### src/rtl/sap1_ram_arbiter.sv
// sap1_ram_arbiter: arbitrates CPU reads and panel writes to the 16x4 RAM and times its n_ce/n_we strobes.
module sap1_ram_arbiter #(
  parameter int unsigned RD_WAIT_CYCLES  = 1,
  parameter int unsigned WR_PULSE_CYCLES = 1
) (
  input  logic       clk,
  input  logic       n_clr,
  input  logic       prog_mode,
  input  logic       prog_req,
  input  logic [3:0] prog_addr,
  input  logic [3:0] prog_data,
  output logic       prog_ack,
  input  logic       cpu_req,
  input  logic [3:0] cpu_addr,
  output logic [3:0] cpu_rdata,
  output logic       cpu_ack,
  output logic       busy,
  output logic [3:0] ram_a,
  output logic [3:0] ram_d,
  output logic       ram_n_ce,
  output logic       ram_n_we,
  input  logic [3:0] ram_q
);
  typedef enum logic [2:0] {IDLE, RD_ACC, WR_SETUP, WR_PULSE, WR_HOLD} state_t;
  state_t state, state_n;
  logic [3:0] cnt, cnt_n;
  logic [3:0] ram_a_n, ram_d_n, cpu_rdata_n;
  logic ram_n_ce_n, ram_n_we_n, prog_ack_n, cpu_ack_n, busy_n;
  logic wr_go, rd_go, rd_last, wr_last;
  assign wr_go   = prog_mode & prog_req;
  assign rd_go   = ~prog_mode & cpu_req;
  assign rd_last = cnt == 4'(RD_WAIT_CYCLES);
  assign wr_last = cnt == 4'(WR_PULSE_CYCLES - 1);
  always_ff @(posedge clk or negedge n_clr)
    if (!n_clr) begin
      state     <= IDLE;
      cnt       <= '0;
      ram_a     <= '0;
      ram_d     <= '0;
      ram_n_ce  <= 1'b1;
      ram_n_we  <= 1'b1;
      prog_ack  <= 1'b0;
      cpu_ack   <= 1'b0;
      cpu_rdata <= '0;
      busy      <= 1'b0;
    end else begin
      state     <= state_n;
      cnt       <= cnt_n;
      ram_a     <= ram_a_n;
      ram_d     <= ram_d_n;
      ram_n_ce  <= ram_n_ce_n;
      ram_n_we  <= ram_n_we_n;
      prog_ack  <= prog_ack_n;
      cpu_ack   <= cpu_ack_n;
      cpu_rdata <= cpu_rdata_n;
      busy      <= busy_n;
    end
  always_comb begin
    state_n = state;
    case (state)
      IDLE:     state_n = wr_go ? WR_SETUP : rd_go ? RD_ACC : IDLE;
      RD_ACC:   state_n = rd_last ? IDLE : RD_ACC;
      WR_SETUP: state_n = WR_PULSE;
      WR_PULSE: state_n = wr_last ? WR_HOLD : WR_PULSE;
      WR_HOLD:  state_n = IDLE;
      default:  state_n = IDLE;
    endcase
  end
  // Outputs are computed from the upcoming state so the strobes are registered without extra lag.
  always_comb begin
    cnt_n       = (state_n == state && state != IDLE) ? cnt + 4'd1 : 4'd0;
    ram_n_ce_n  = state_n == IDLE;
    ram_n_we_n  = state_n != WR_PULSE;
    ram_a_n     = state != IDLE ? ram_a : wr_go ? prog_addr : rd_go ? cpu_addr : ram_a;
    ram_d_n     = (state == IDLE && wr_go) ? prog_data : ram_d;
    prog_ack_n  = state == WR_HOLD;
    cpu_ack_n   = state == RD_ACC && rd_last;
    cpu_rdata_n = cpu_ack_n ? ram_q : cpu_rdata;
    busy_n      = state_n != IDLE;
  end
endmodule

### config.mk
export PLATFORM = sky130hd
export DESIGN_NAME = sap1_ram_arbiter
export DESIGN_NICKNAME = d
export VERILOG_FILES = /design/src/rtl/sap1_ram_arbiter.sv
export SDC_FILE = /design/constraint.sdc
export NUM_CORES = 1
export LEC_CHECK = 0
export ABC_CLOCK_PERIOD_IN_PS = 1900
export CAP_MARGIN = 5
export CELL_PAD_IN_SITES_DETAIL_PLACEMENT = 2
export CELL_PAD_IN_SITES_GLOBAL_PLACEMENT = 2
export CORE_MARGIN = 3
export CORE_UTILIZATION = 28
export DETAILED_ROUTE_END_ITERATION = 6
export PLACE_DENSITY_LB_ADDON = 0.12
export SLEW_MARGIN = 25
export SYNTH_ARGS = -nofsm -noshare
export SYNTH_HDL_FRONTEND = slang
export SYNTH_SLANG_ARGS = --single-unit
### constraint.sdc
create_clock -name clk -period 1.9 [get_ports clk]
set_input_delay 0.285 -clock clk [delete_from_list [all_inputs] [get_ports clk]]
set_output_delay 0.285 -clock clk [all_outputs]
set_load 0.1 [all_outputs]
# Word level (Yosys, flattened, before mapping)
# Cells that the tools add are included.
word_totals:
  input_bits: 21
  output_inout_bits: 17
  ff_bits: 24
  ramBits: 0
  wordCells: 40
  rom_bits: 0
  latchBits: 0
  memories: 0
op_classes:
  n_reduce_logical: 10
  shift: 0
  addsub: 1
  eq_ne: 7
  n_div: 0
  multipliers: 0
  n_bitwise: 4
  muxes: 8
  order_cmp: 0
ops:
  columns: ["cell", "count"]
  rows:
  - ["4-bit two-way mux", 3]
  - ["3-bit one-hot mux with 4 select lines", 1]
  - ["3-bit by 2-bit equality test with 1-bit output (second input constant)", 2]
  - ["3-bit logical NOT", 2]
  - ["3-bit nonzero test", 2]
  - ["4-bit by 1-bit adder with 4-bit output (second input constant)", 1]
  - ["4-bit by 1-bit equality test with 1-bit output (second input constant)", 1]
  - ["4-bit logical NOT", 1]
  - ["3-bit by 1-bit equality test with 1-bit output (second input constant)", 1]
  - ["3-bit equality test", 1]
  - ["3-bit equality test (second input constant)", 1]
  - ["1-bit logical AND", 3]
  - ["3-bit two-way mux", 1]
  - ["3-bit by 2-bit inequality test with 1-bit output (second input constant)", 1]
  - ["1-bit bitwise AND", 2]
  - ["1-bit two-way mux", 2]
  - ["2-bit two-way mux", 1]
  - ["1-bit inverter", 2]
  - ["2-bit AND reduction", 1]
  - ["2-bit nonzero test", 1]

# Depth between registers and ports, before layout
logic_depth:
  depth_word: 8
  mapped_depth: 5
  mapped_depth_nobuf: 5

# Worst setup path after synthesis
# No wires, ideal clock.
synth_path:
  path_kind: "flip-flop to flip-flop"
  start: "reg state[1]"
  end: "reg ram_a[0]"
  setup_time_ps: 125
  path_stages_with_launch: 4
  arrival_ps: 1278
  n_path_buf: 1
  required_time_ps: 1775
  period_less_slack_ps: 1404
  setup_slack_ps: 496
  path_cell_list: "dfrtp_1 > buf_2 > a2111oi_4 > mux2_2"
synth_via:
  elab_chain_len: 3
synth_rtl:
  columns: ["element", "line", "source"]
  rows:
  - ["start, declared", "25", "state_t state, state_n;"]
  - ["start signal, assigned", "47", "state <= state_n;"]
  - ["3-bit nonzero test", "74", "ram_a_n = state != IDLE ? ram_a : wr_go ? prog_addr : rd_go ? cpu_addr : ram_a;"]
  - ["1-bit inverter (no source line)", null, null]
  - ["2-bit AND reduction (no source line)", null, null]
  - ["end signal, assigned", "49", "ram_a <= ram_a_n;"]
  - ["end, declared", "18", "output logic [3:0] ram_a,"]
# No other way between the ends.
# A chain may end at the register's enable or synchronous reset.

# Worst setup path after layout
layout_path:
  start: "in prog_mode"
  end: "reg ram_a[0]"
layout_via:
  elab_chain_len: 4
layout_rtl:
  columns: ["element", "line", "source"]
  rows:
  - ["start, declared", "8", "input logic prog_mode,"]
  - ["1-bit inverter", "31", "assign rd_go = ~prog_mode & cpu_req;"]
  - ["1-bit bitwise AND", "31", null]
  - ["2-bit nonzero test (no source line)", null, null]
  - ["2-bit AND reduction (no source line)", null, null]
# Several ways; a longest one is shown, not always the timed one.

==> impl_metrics.json <==
{
  "cts_hold_buf": 0,
  "synth_area_leader_cell": "dfrtp_1",
  "synth-seq-cells": 24,
  "yosys-top-cells-area": "dfrtp_1 (50%), mux2_2 (11%), mux2_4 (5.5%), dfstp_2 (4.8%), ha_1 (3.4%)",
  "slowest_delay_ps": 450,
  "finalMaxSlewViolations": 0,
  "max_freq_mhz": 612,
  "layout_setup_ws_ps": 266,
  "via_per_inst": 4.53,
  "first_global_vias": 851,
  "worst_setup_path_end_kind": "flip-flop",
  "clk_latency_ps": 260,
  "outcome": "finished clean",
  "grt_max_degree": 25,
  "tightestPinTransition_ps": 405,
  "period_needed_ps": 1630,
  "drive_gt1_share_pct": 38.3,
  "use_met2_pct": 19.2,
  "yosys_warnings": 0,
  "cp.required_ps": 2050,
  "fillers": 383,
  "ctsResizeCount": 0,
  "multiInputGateArea_um2": 465,
  "diodes": 0,
  "start_util_pct": 29.4,
  "reg2reg_from": "cnt[1]",
  "die_h_um": 68.5,
  "netlist.area_leader.share_pct": 50.4,
  "use_met1_pct": 15.2,
  "syn_nets": 101,
  "cts_tree": "yes",
  "syn-cell-area_um2": 1090,
  "post-cts-setup-buffers": 0,
  "crit_end": "ram_a[0]",
  "cp-start-kind": "input port",
  "reg2reg_depth": 5,
  "dieArea_um2": 4690,
  "clock_sinks": 24,
  "cp_max_fo": 4,
  "drt_iter0_drc": 40,
  "crit_family": "buffers and inverters",
  "hold_viol": 0,
  "top_usage_layer": "met2",
  "met3_usage_pct": 1.81,
  "max-cap-violations": 0,
  "core_area_um2": 3720,
  "fin_worst_skew_ps": 6.71,
  "overflow": 0,
  "port_buffers": 37,
  "place.gp.congestion": 0.697,
  "fin_crit_sh_pct": 86.0,
  "clk_pin_slew_ps": 80,
  "finalHoldWorstSlack_ps": 374,
  "drtAntennaViolNets": 0,
  "ctsHtreeMaxLevel": 1,
  "finish.instance_area_um2": 1580,
  "area_growth_pct": 44.4,
  "r2r_end": "cpu_rdata[3]",
  "globalRouteTotalUtil_pct": 11.5,
  "rsz0062_at_grt": "no",
  "rows": 22,
  "final_common_cell": "dfrtp_1",
  "io-pin-count": 38,
  "die_w_um": 68.5,
  "synth_area_per_cell_um2": 14.2,
  "maxSlewHeadroom_pct": 72.7,
  "rrSetupSlack_ps": 360,
  "setup-violations-final": 0,
  "drt_pass1_iterations": 2,
  "cp.depth": 4,
  "antenna_found_initial": 0,
  "grt_pass1_wl_um": 4110,
  "crit_type": "in2reg",
  "min_path_type": "in2async",
  "path_cells": "clkdlybuf4s50_1 -> nand2b_1 -> a2111oi_4 -> mux2_2",
  "tritoncts.num_buffers": 3,
  "root_buffer": "clkbuf_8",
  "routed_wl_um": 2430,
  "wl_per_cell_um": 14.4,
  "placed_area_um2": 1520,
  "ys_seq_area_share_pct": 55.2,
  "cts_buffer_depth": 2,
  "dpl_worst_slack_ps": -35.7,
  "synthDistinctLibCells": 28,
  "arrival_ps": 1780,
  "layout_common_cells": "dfrtp_1 (22), clkdlybuf4s50_1 (20), buf_4 (18), mux2_2 (11)",
  "seqCellArea_um2": 603,
  "crit_slowest_cell": "clkdlybuf4s50_1",
  "dp_hpwl_um": 1940,
  "drc": 0,
  "final_nets": 145,
  "crit_path_start": "prog_mode",
  "vias": 761,
  "critical_path_buf_inv_count": 1,
  "synthCells": 77
}
layer usage:
| metal | up-vias | wire length, um | part of all wire [%] |
|---|---|---|---|
| li1 | 357 | - | - |
| met1 | 375 | 1080 | 44 |
| met2 | 27 | 1150 | 48 |
| met3 | 2 | 178 | 7.3 |
| met4 | 0 | 16 | 0.66 |
| met5 | - | 0 | 0 |
cells by family (layout without fill, tap and decap cells):
family,Yosys count,count (layout),share of synthesized area [%]
flip-flops,24,24,55.2
multiplexers,17,17,18.8
AND/OR/NAND/NOR,17,17,11.6
AO/OA/AOI/OAI,8,8,7.22
buffers and inverters,6,49,2.18
adder cells (fa/ha/maj),3,3,3.44
XOR/XNOR,2,2,1.60
flip-flops by register name (all words and copies together), names as in the netlist:
register and cells:
cnt 4, ram_n_ce 1, ram_d 4, ram_n_we 1, ram_a 4, cpu_ack 1
state 3, cpu_rdata 4, busy 1, prog_ack 1
cell usage after synthesis:
cell	number
and2_1	2
o41ai_1	1
and2b_2	1
and4_1	1
inv_1	5
ha_1	3
dfstp_2	2
nand3_1	2
nor2b_1	1
nand2b_1	1
o31ai_1	1
mux2_1	1
a311o_1	1
nand3_4	1
xnor2_1	2
nor4_4	1
mux2_2	11
a2111oi_4	1
a21boi_0	1
dfrtp_1	22
mux2i_1	1
a21o_1	1
mux2_4	4
nor2_1	5
nor3_1	1
buf_2	1
nand2_4	1
a21oi_1	2
worst min-delay path by stage:
| stage | start | endpoint | slack, ps | depth (start not counted) |
|---|---|---|---|---|
| final | n_clr | prog_ack | 370 | 2 |
| after global routing | n_clr | state[1] | 410 | 2 |
| after CTS | n_clr | prog_ack | 380 | 2 |
| after detailed placement | cpu_rdata[1] | cpu_rdata[1] | 500 | 1 |
| after global placement | ram_d[3] | ram_d[3] | 470 | 1 |
| after floorplan | n_clr | busy | -10 | 0 |
final cells by class:
type                    count  share of cell area [%]
flip-flops and latches     24                    38.2
multi-input cells          47                    29.5
repair buffers             40                    23.8
well taps                  48                    3.81
clock buffers               4                    3.49
inverters                   5                    1.19
stage by stage:
step / TNS [ps] / util (%) / cells
floorplan: 0 / - / 77
global placement: 0 / 41.0 / 164
detailed placement: -112 / 41.0 / 164
CTS: 0 / 42.5 / 168
global route: 0 / 42.5 / 168
finish: 0 / 42.5 / 168
Power is not shown: default switching activity piles up to over one toggle a cycle in this logic, so the estimate is an artifact.
